--- src/rtl/lcd_timing_gen.sv ---
// LCD timing master: free-running H/V scan counters with an IDLE/RUN/DRAIN
// controller, registered pixel-side strobes (DEN, X, Y, FRAME_START) and
// panel-side HSYNC/VSYNC/DE delayed to line up with the pixel generator.
module lcd_timing_gen #(
  parameter int LCD_WIDTH  = 480,
  parameter int LCD_HEIGHT = 272,
  parameter int H_SYNC     = 4,
  parameter int H_BP       = 43,
  parameter int H_FP       = 8,
  parameter int V_SYNC     = 4,
  parameter int V_BP       = 12,
  parameter int V_FP       = 8,
  parameter bit SYNC_POL   = 1'b0,
  parameter int PIPE_DLY   = 1
) (
  input  logic        clk_i,
  input  logic        rst_i,
  input  logic        enable_i,
  output logic        den_o,
  output logic [10:0] x_o,
  output logic [10:0] y_o,
  output logic        frame_start_o,
  output logic        lcd_hsync_o,
  output logic        lcd_vsync_o,
  output logic        lcd_de_o
);

  localparam logic [10:0] H_LAST    = 11'(H_SYNC + H_BP + LCD_WIDTH + H_FP - 1);
  localparam logic [10:0] V_LAST    = 11'(V_SYNC + V_BP + LCD_HEIGHT + V_FP - 1);
  localparam logic [10:0] H_SYNC_W  = 11'(H_SYNC);
  localparam logic [10:0] V_SYNC_W  = 11'(V_SYNC);
  localparam logic [10:0] H_ACT_BEG = 11'(H_SYNC + H_BP);
  localparam logic [10:0] H_ACT_END = 11'(H_SYNC + H_BP + LCD_WIDTH);
  localparam logic [10:0] V_ACT_BEG = 11'(V_SYNC + V_BP);
  localparam logic [10:0] V_ACT_END = 11'(V_SYNC + V_BP + LCD_HEIGHT);
  localparam logic        SYNC_OFF  = !SYNC_POL;
  localparam logic [2:0]  PIPE_IDLE = {1'b0, SYNC_OFF, SYNC_OFF};

  typedef enum logic [1:0] {ST_IDLE, ST_RUN, ST_DRAIN} state_t;

  state_t      state_q, state_d;
  logic [10:0] h_q, h_d, v_q, v_d;
  logic [10:0] x_q, x_d, y_q, y_d;
  logic        den_q, den_d, fs_q, fs_d, hs_q, hs_d, vs_q, vs_d;
  logic        line_end, frame_end, running_d, h_act, v_act;
  logic [2:0]  pipe_in;

  // Controller and scan counters: next state and next (h,v).
  always_comb begin
    state_d   = state_q;
    h_d       = h_q;
    v_d       = v_q;
    line_end  = (h_q == H_LAST);
    frame_end = line_end && (v_q == V_LAST);
    case (state_q)
      ST_IDLE: begin
        h_d = '0;
        v_d = '0;
        if (enable_i) state_d = ST_RUN;
      end
      default: begin
        if (line_end) begin
          h_d = '0;
          v_d = (v_q == V_LAST) ? 11'd0 : v_q + 11'd1;
        end else begin
          h_d = h_q + 11'd1;
        end
        // A frame that was asked to stop while draining ends here even if
        // enable comes back on the very last clock; restart goes via IDLE.
        if (frame_end)
          state_d = (state_q == ST_DRAIN || !enable_i) ? ST_IDLE : ST_RUN;
        else
          state_d = enable_i ? ST_RUN : ST_DRAIN;
      end
    endcase
  end

  // Decode the outputs from the next (h,v) so they register alongside it.
  always_comb begin
    running_d = (state_d != ST_IDLE);
    h_act     = (h_d >= H_ACT_BEG) && (h_d < H_ACT_END);
    v_act     = (v_d >= V_ACT_BEG) && (v_d < V_ACT_END);
    den_d     = running_d && h_act && v_act;
    x_d       = den_d ? (h_d - H_ACT_BEG) : 11'd0;
    y_d       = den_d ? (v_d - V_ACT_BEG) : 11'd0;
    fs_d      = running_d && (h_d == 11'd0) && (v_d == 11'd0);
    hs_d      = (running_d && (h_d < H_SYNC_W)) ? SYNC_POL : SYNC_OFF;
    vs_d      = (running_d && (v_d < V_SYNC_W)) ? SYNC_POL : SYNC_OFF;
  end

  // State, counters and registered timing outputs.
  always_ff @(posedge clk_i or posedge rst_i) begin
    if (rst_i) begin
      state_q <= ST_IDLE;
      h_q     <= '0;
      v_q     <= '0;
      den_q   <= 1'b0;
      x_q     <= '0;
      y_q     <= '0;
      fs_q    <= 1'b0;
      hs_q    <= SYNC_OFF;
      vs_q    <= SYNC_OFF;
    end else begin
      state_q <= state_d;
      h_q     <= h_d;
      v_q     <= v_d;
      den_q   <= den_d;
      x_q     <= x_d;
      y_q     <= y_d;
      fs_q    <= fs_d;
      hs_q    <= hs_d;
      vs_q    <= vs_d;
    end
  end

  assign den_o         = den_q;
  assign x_o           = x_q;
  assign y_o           = y_q;
  assign frame_start_o = fs_q;
  assign pipe_in       = {den_q, hs_q, vs_q};

  // Panel-side delay line keeps DE/HSYNC/VSYNC aligned with returned RGB.
  generate
    if (PIPE_DLY == 0) begin : g_nodly
      assign {lcd_de_o, lcd_hsync_o, lcd_vsync_o} = pipe_in;
    end else begin : g_dly
      logic [2:0] dly_q [PIPE_DLY];

      // Shift register; every stage resets to the inactive panel levels.
      always_ff @(posedge clk_i or posedge rst_i) begin
        if (rst_i) begin
          for (int i = 0; i < PIPE_DLY; i++) dly_q[i] <= PIPE_IDLE;
        end else begin
          dly_q[0] <= pipe_in;
          for (int i = 1; i < PIPE_DLY; i++) dly_q[i] <= dly_q[i-1];
        end
      end

      assign {lcd_de_o, lcd_hsync_o, lcd_vsync_o} = dly_q[PIPE_DLY-1];
    end
  endgenerate

endmodule

--- config.mk ---
export PLATFORM = sky130hd
export DESIGN_NAME = lcd_timing_gen
export DESIGN_NICKNAME = d
export VERILOG_FILES = /design/src/rtl/lcd_timing_gen.sv
export SDC_FILE = /design/constraint.sdc
export NUM_CORES = 1
export LEC_CHECK = 0
export ABC_AREA = 1
export BUFFER_PORTS_ARGS = -buffer_cell sky130_fd_sc_hd__buf_2
export CORE_ASPECT_RATIO = 0.6
export CORE_UTILIZATION = 40
export CTS_CLUSTER_DIAMETER = 100
export DETAILED_ROUTE_END_ITERATION = 10
export GPL_TIMING_DRIVEN = 0
export PLACE_DENSITY = 0.63
export SLEW_MARGIN = 20
export SYNTH_ARGS = -nofsm -noshare
export SYNTH_HDL_FRONTEND = slang
export SYNTH_SLANG_ARGS = --single-unit
--- constraint.sdc ---
create_clock -name clk_i -period 3.1 [get_ports clk_i]
set_input_delay 0.155 -clock clk_i [delete_from_list [all_inputs] [get_ports clk_i]]
set_output_delay 0.155 -clock clk_i [all_outputs]
set_load 0.05 [all_outputs]
==> results of run 1 <==
routing by layer:
metal	track usage	wire length [um]
met1	0.320	3750
met2	0.258	2830
met3	0.0621	650
met4	0.0476	82
met5	0	0
path summary, 6_finish.rpt:
kind                       startpoint        endpoint
hold / removal               enable_i      state_q[1]
setup reg to reg               h_q[0]         x_o[10]
setup / recovery               h_q[0]         x_o[10]
min in group asynchronous       rst_i           den_o
max in group asynchronous       rst_i  g_dly.dly_q[1]
hold reg to reg                  vs_q  g_dly.dly_q[0]
registers in the layout, indices dropped and copies added (netlist names):
signal         cells
den_o              1
frame_start_o      1
g_dly.dly_q        3
h_q               11
hs_q               1
state_q            2
v_q               11
vs_q               1
x_o               11
y_o               11
cells in the mapped netlist:
| library cell | n | area (um2) |
|---|---|---|
| sky130_fd_sc_hd__dfstp_2 | 4 | 105 |
| sky130_fd_sc_hd__nand3_1 | 39 | 195 |
| sky130_fd_sc_hd__nor2_1 | 48 | 180 |
| sky130_fd_sc_hd__nand2_1 | 85 | 319 |
| sky130_fd_sc_hd__o21ai_0 | 4 | 20.0 |
| sky130_fd_sc_hd__clkinv_1 | 1 | 3.75 |
| sky130_fd_sc_hd__inv_1 | 55 | 206 |
| sky130_fd_sc_hd__nand2_4 | 2 | 22.5 |
| sky130_fd_sc_hd__o21ai_1 | 4 | 20.0 |
| sky130_fd_sc_hd__xor2_1 | 13 | 114 |
| sky130_fd_sc_hd__nor2_4 | 3 | 33.8 |
| sky130_fd_sc_hd__nor2_2 | 25 | 156 |
| sky130_fd_sc_hd__dfrtp_1 | 49 | 1230 |
| sky130_fd_sc_hd__buf_8 | 2 | 30.0 |
| sky130_fd_sc_hd__buf_4 | 1 | 7.51 |
| sky130_fd_sc_hd__o211ai_2 | 1 | 12.5 |
| sky130_fd_sc_hd__xnor2_1 | 3 | 26.3 |
| sky130_fd_sc_hd__ha_1 | 8 | 100 |
| sky130_fd_sc_hd__buf_2 | 1 | 5.00 |
| sky130_fd_sc_hd__or2_2 | 1 | 6.26 |
| sky130_fd_sc_hd__nand2_2 | 6 | 37.5 |
| sky130_fd_sc_hd__nand4_1 | 8 | 50.1 |
| sky130_fd_sc_hd__inv_2 | 4 | 15.0 |
| sky130_fd_sc_hd__nand3b_1 | 1 | 7.51 |
| sky130_fd_sc_hd__nand3_4 | 2 | 35.0 |
| sky130_fd_sc_hd__nor3_1 | 2 | 10.0 |
| sky130_fd_sc_hd__nand3_2 | 5 | 50.1 |
| sky130_fd_sc_hd__nor2_8 | 1 | 20.0 |
stage by stage:
stage	area [um2]	utilization	hold WS [ps]	power, W
after global placement	3290	0.453	330	0.00107
after floorplan	3020	-	221	0.00100
after CTS	3500	0.481	23.2	0.00175
final	3500	0.481	26.0	0.00173
after detailed placement	3310	0.456	267	0.00108
after global routing	3500	0.481	30.0	0.00180
repair_timing:
| item | in CTS | in global routing |
|---|---|---|
| endpoints found under the hold margin | 23 | 0 |
| hold buffers | 1 | 0 |
| resized for setup | 0 | 0 |
kinds of logic (layout without fill, tap and decap cells):
family	count (synthesis)	after routing	synth area share
AND/OR/NAND/NOR	228	228	0.373
XOR/XNOR	16	16	0.0465
buffers and inverters	64	103	0.0888
adder cells (fa/ha/maj)	8	8	0.0332
flip-flops	53	53	0.441
AO/OA/AOI/OAI	9	9	0.0174
power by group through the flow:
stage	Combinational, W	Clock (W)	Sequential (W)
2_1_floorplan	0.000187	0	0.000816
3_3_place_gp	0.000296	0	0.000773
3_5_place_dp	0.000302	0	0.000775
4_1_cts	0.000307	0.000678	0.000763
5_1_grt	0.000342	0.000695	0.000766
6_report	0.000308	0.000663	0.000764
area by class of cell:
type                    instances  area [um2]
plain buffers                   4        42.5
clock buffers                   5         125
clock inverters                 3        50.0
fillers                       723        3770
inverters                      60         225
multi-input cells             261        1420
flip-flops and latches         53        1330
well taps                     104         130
repair buffers                 31         175
==> reports/metrics.yaml, run 1 <==
sta:
  report.final.slew_viol_count: 0
  timing.fmax_mhz: 371
  slew-limit-headroom: 0.586
  finalClockSkew_ps: 7.50
  period_share: 0.870
  layout_setup_ws_ps: 402
  setup_total_negative_slack_ps: 0
  timing_hold_violations_final: 0
  final-setup-viol-count: 0
  final_period_minus_worst_setup_slack_ps: 2700
  rsz0062_at_grt: "no"
  timing_worst_slew_pin_value_ps: 621
power_and_ir_drop:
  internal_power_consumption_w: 0.00122
  power.share.clock: 0.382
  powerDensity_nw_per_um2: 496
  power.leakage_nw: 2.01
  power.sequential.fraction: 0.440
  power_switching_share: 0.299
  power_switching_w: 0.000519
  ir_drop_mv: 0.339
  pwr-share-comb: 0.177
clock_network:
  clock_sink_count: 53
  worst_setup_hold_path_clk_slew_ps: 70
  cts.repair_timing.setup_buffer_count: 0
  tritoncts: "built"
  ctsLongestPathBuffers: 2
  clk_root_buffer_cell: "sky130_fd_sc_hd__clkbuf_16"
  clock_insertion_delay_worst_skew_ps: 300
  ctsHtreeMaxLevel: 2
  cts_inserted_buffers: 5
setup_path:
  r2r_slack_ps: 400
  critPathMaxStageDelay_ps: 420
  critical_path_arrival_ps: 2930
  cp.required_ps: 3330
  crit_family: "simple AND/OR/NAND/NOR gates"
  path_max_fanout: 7
  crit_path_start_kind: "flip-flop"
  reg2regPathDepth: 19
  slowest_stage: "sky130_fd_sc_hd__dfrtp_1"
  worst-path-stages: 19
  cp_cell_sequence: "inv_1, ha_1, nand2_1, nor2_2, nand3_4, nand2_2, inv_1, nand2_1, inv_1, ha_1, nand3_1, nor2_1, o21ai_1, inv_1, nor2_1, nand2_1, nand2_1, nand2_1, nor2_1"
  critical_path.n_buffers_inverters: 4
  timing.critical_path.to_type: "flip-flop"
  setup.worst_path.class: "flip-flop to flip-flop"
  cp_common_cell: "sky130_fd_sc_hd__nand2_1"
placed_design:
  post-place-ws_ps: 431
  gp_congestion: 0.861
  hpwl_mm: 5.59
  dpl.cell_count: 512
  portBuffers: 29
run:
  max-cap-violations: 0
logic_synthesis:
  ys_types: 28
  postSynthRegisterBits: 53
  synthCells: 378
  postSynthAreaPerCell_um2: 7.98
  synth_seq_area_share: 0.441
  mappedNetlistArea_um2: 3020
  synth_warnings: 0
  postSynthNetCount: 389
final_layout:
  final_common_cell: "sky130_fd_sc_hd__nand2_1"
  antenna_cells_inserted: 0
  post_route_cells_drive_above_1_share: 0.233
  area_growth_syn_to_layout_pct: 15.9
  finalNonFillerCells: 521
  most-common-layout-cells: "sky130_fd_sc_hd__nand2_1 (85), sky130_fd_sc_hd__inv_1 (54), sky130_fd_sc_hd__dfrtp_1 (49)"
  finalNetCount: 427
die:
  fp.dieArea_um2: 7900
  num_rows: 24
  die_ht_um: 69.3
  core_area_um2: 7270
  floorplan.die.width_um: 114
  ioPinCount: 30
  floorplan.initialDensity: 0.415
drt:
  wl_mm: 7.32
  firstDrtPassIters: 4
  routed_via_density: 4.75
  detail_route.drc_violations: 0
  routedWlPerCell_um: 14.0
  drtIter0Drc: 140
  vias: 2476
  antenna_left: 0
global_route:
  grt_first_pass_wirelength_mm: 12.0
  gr-usage-all-layers: 0.201
  antenna_found_initial: 0
  grt_max_degree: 29
  grt_overflow: 0
  first_global_vias: 2343
hold_path:
  timing.hold.worst.class: "input port to flip-flop"
  min_delay_path_depth: 2
run_status:
  outcome: "complete, no violations"
(Power assumes the default switching activity.)
==> inputs of run 2 (changes only) <==
CORE_ASPECT_RATIO = 0.75   (was 0.6)
==> run 2 against run 1 <==
Net effect:
- die area down 0.10%
- utilization down 1.3 points
- critical endpoint unchanged
- clock-buffer cell count up 2
- register-to-register slack worse by 40 ps
- critical path depth unchanged
- highest routed layer unchanged
- flip-flop and latch count unchanged
- final cell count down 0.58%
- sequential share of layout area up 0.69 points
==> reports/metrics.yaml, run 2 (synthesis gave the netlist of run 1 again) <==
power_and_ir_drop:
  power_switching_w: 0.000459
  internal_power_consumption_w: 0.00109
  power_switching_share: 0.296
  power.sequential.fraction: 0.492
  power.share.clock: 0.309
  power.leakage_nw: 1.98
  pwr-share-comb: 0.199
  powerDensity_nw_per_um2: 451
  ir_drop_mv: 0.422
sta:
  report.final.slew_viol_count: 0
  setup_total_negative_slack_ps: 0
  timing_hold_violations_final: 0
  finalClockSkew_ps: 12.0
  slew-limit-headroom: 0.733
  rsz0062_at_grt: "no"
  timing.fmax_mhz: 365
  final-setup-viol-count: 0
  final_period_minus_worst_setup_slack_ps: 2740
  layout_setup_ws_ps: 358
  timing_worst_slew_pin_value_ps: 401
  finalHoldWorstSlack_ps: 35.7
  period_share: 0.884
final_layout:
  post_route_cells_drive_above_1_share: 0.230
  finish.utilization: 0.468
  finalNonFillerCells: 518
  area_of_all_sequential_standard_cells_um2: 1330
  antenna_cells_inserted: 0
  multi_input_area_um2: 1420
  fillers: 720
  final_common_cell: "sky130_fd_sc_hd__nand2_1"
  area_growth_syn_to_layout_pct: 13.9
  most-common-layout-cells: "sky130_fd_sc_hd__nand2_1 (85), sky130_fd_sc_hd__inv_1 (54), sky130_fd_sc_hd__dfrtp_1 (49)"
  finalNetCount: 427
placed_design:
  portBuffers: 29
  post-place-ws_ps: 399
  gp_congestion: 0.901
  dpl.cell_count: 509
  hpwl_mm: 5.25
drt:
  routedWlPerCell_um: 13.0
  routed_via_density: 4.65
  antenna_left: 0
  vias: 2408
  detail_route.drc_violations: 0
  firstDrtPassIters: 4
  drtIter0Drc: 140
  wl_mm: 6.76
hold_path:
  timing.hold.worst.class: "input port to flip-flop"
  min_delay_path_depth: 2
  timing.hold.worst_endpoint: "state_q[1]"
  worst_hold_path_startpoint: "enable_i"
clock_network:
  clock_sink_count: 53
  ctsLongestPathBuffers: 2
  cts_inserted_buffers: 5
  ctsHtreeMaxLevel: 2
  cts.repair_timing.setup_buffer_count: 0
  tritoncts: "built"
  worst_setup_hold_path_clk_slew_ps: 100
  clk_root_buffer_cell: "sky130_fd_sc_hd__clkbuf_8"
  clock_insertion_delay_worst_skew_ps: 300
die:
  floorplan.initialDensity: 0.411
  floorplan.die.width_um: 102
  num_rows: 27
  ioPinCount: 30
  core_area_um2: 7330
  die_ht_um: 77.2
  fp.dieArea_um2: 7890
setup_path:
  r2r-end: "x_o[10]"
  path_max_fanout: 7
  cp.required_ps: 3330
  crit_path_start_kind: "flip-flop"
  timing.critical_path.to_type: "flip-flop"
  setup.worst_path.class: "flip-flop to flip-flop"
  r2r_slack_ps: 360
  reg2regPathDepth: 19
  r2r_path_start: "h_q[0]"
  critical_path_arrival_ps: 2970
run:
  max-cap-violations: 0
global_route:
  first_global_vias: 2251
  grt_overflow: 0
  gr-usage-all-layers: 0.188
  grt_first_pass_wirelength_mm: 11.2
  grt_max_degree: 36
  antenna_found_initial: 0
run_status:
  outcome: "complete, no violations"
-- run 2: worst max path at each step --
stage	startpoint	endpoint	slack (ps)	depth (start not counted)
6_report	h_q[0]	x_o[10]	360	19
5_1_grt	h_q[0]	x_o[10]	110	19
4_1_cts	h_q[0]	x_o[10]	360	19
3_5_place_dp	h_q[0]	x_o[10]	400	19
3_3_place_gp	h_q[0]	x_o[10]	410	19
2_1_floorplan	h_q[0]	x_o[10]	830	19
-- run 2: power by group through the flow --
stage                     sequential (W)  clock, W  combinational (W)
after global placement          0.000775         0           0.000298
after CTS                       0.000763  0.000490           0.000307
after detailed placement        0.000774         0           0.000301
after floorplan                 0.000816         0           0.000187
final                           0.000763  0.000479           0.000308
after global routing            0.000767  0.000513           0.000335
-- run 2: what timing repair did --
item	CTS	global route
endpoints found under the hold margin	16	0
hold buffers	1	0
resized for setup	0	0
-- run 2: final cells by class --
cell class | count | area share
inverters | 60 | 0.0656
repair buffers | 31 | 0.0510
flip-flops and latches | 53 | 0.388
multi-input cells | 261 | 0.413
clock inverters | 1 | 0.00875
clock buffers | 7 | 0.0251
well taps | 101 | 0.0368
plain buffers | 4 | 0.0124
-- run 2: metrics by stage --
stage               instance area [um2]  power (W)
floorplan                          3020    0.00100
global placement                   3290    0.00107
detailed placement                 3310    0.00107
CTS                                3430    0.00156
global route                       3430    0.00161
finish                             3430    0.00155
-- run 2: worst max-delay path, cell delays in order, from the launching register on --
cell and delay, ps:
sky130_fd_sc_hd__dfrtp_1 430, sky130_fd_sc_hd__inv_1 90, sky130_fd_sc_hd__ha_1 210, sky130_fd_sc_hd__nand2_1 80
sky130_fd_sc_hd__nor2_2 150, sky130_fd_sc_hd__nand3_4 150, sky130_fd_sc_hd__nand2_2 150, sky130_fd_sc_hd__inv_1 80
sky130_fd_sc_hd__nand2_1 100, sky130_fd_sc_hd__inv_1 80, sky130_fd_sc_hd__ha_1 230, sky130_fd_sc_hd__nand3_1 120
sky130_fd_sc_hd__nor2_1 80, sky130_fd_sc_hd__o21ai_1 220, sky130_fd_sc_hd__inv_1 80, sky130_fd_sc_hd__nor2_1 160
sky130_fd_sc_hd__nand2_1 70, sky130_fd_sc_hd__nand2_1 60, sky130_fd_sc_hd__nand2_1 50, sky130_fd_sc_hd__nor2_1 90
-- run 2: layer usage --
layer / up-vias / GRT usage / part of all wire
li1: 1232 / - / -
met1: 1124 / 0.307 / 0.53
met2: 45 / 0.252 / 0.41
met3: 7 / 0.0328 / 0.047
met4: 0 / 0.0414 / 0.0087
met5: - / 0 / 0
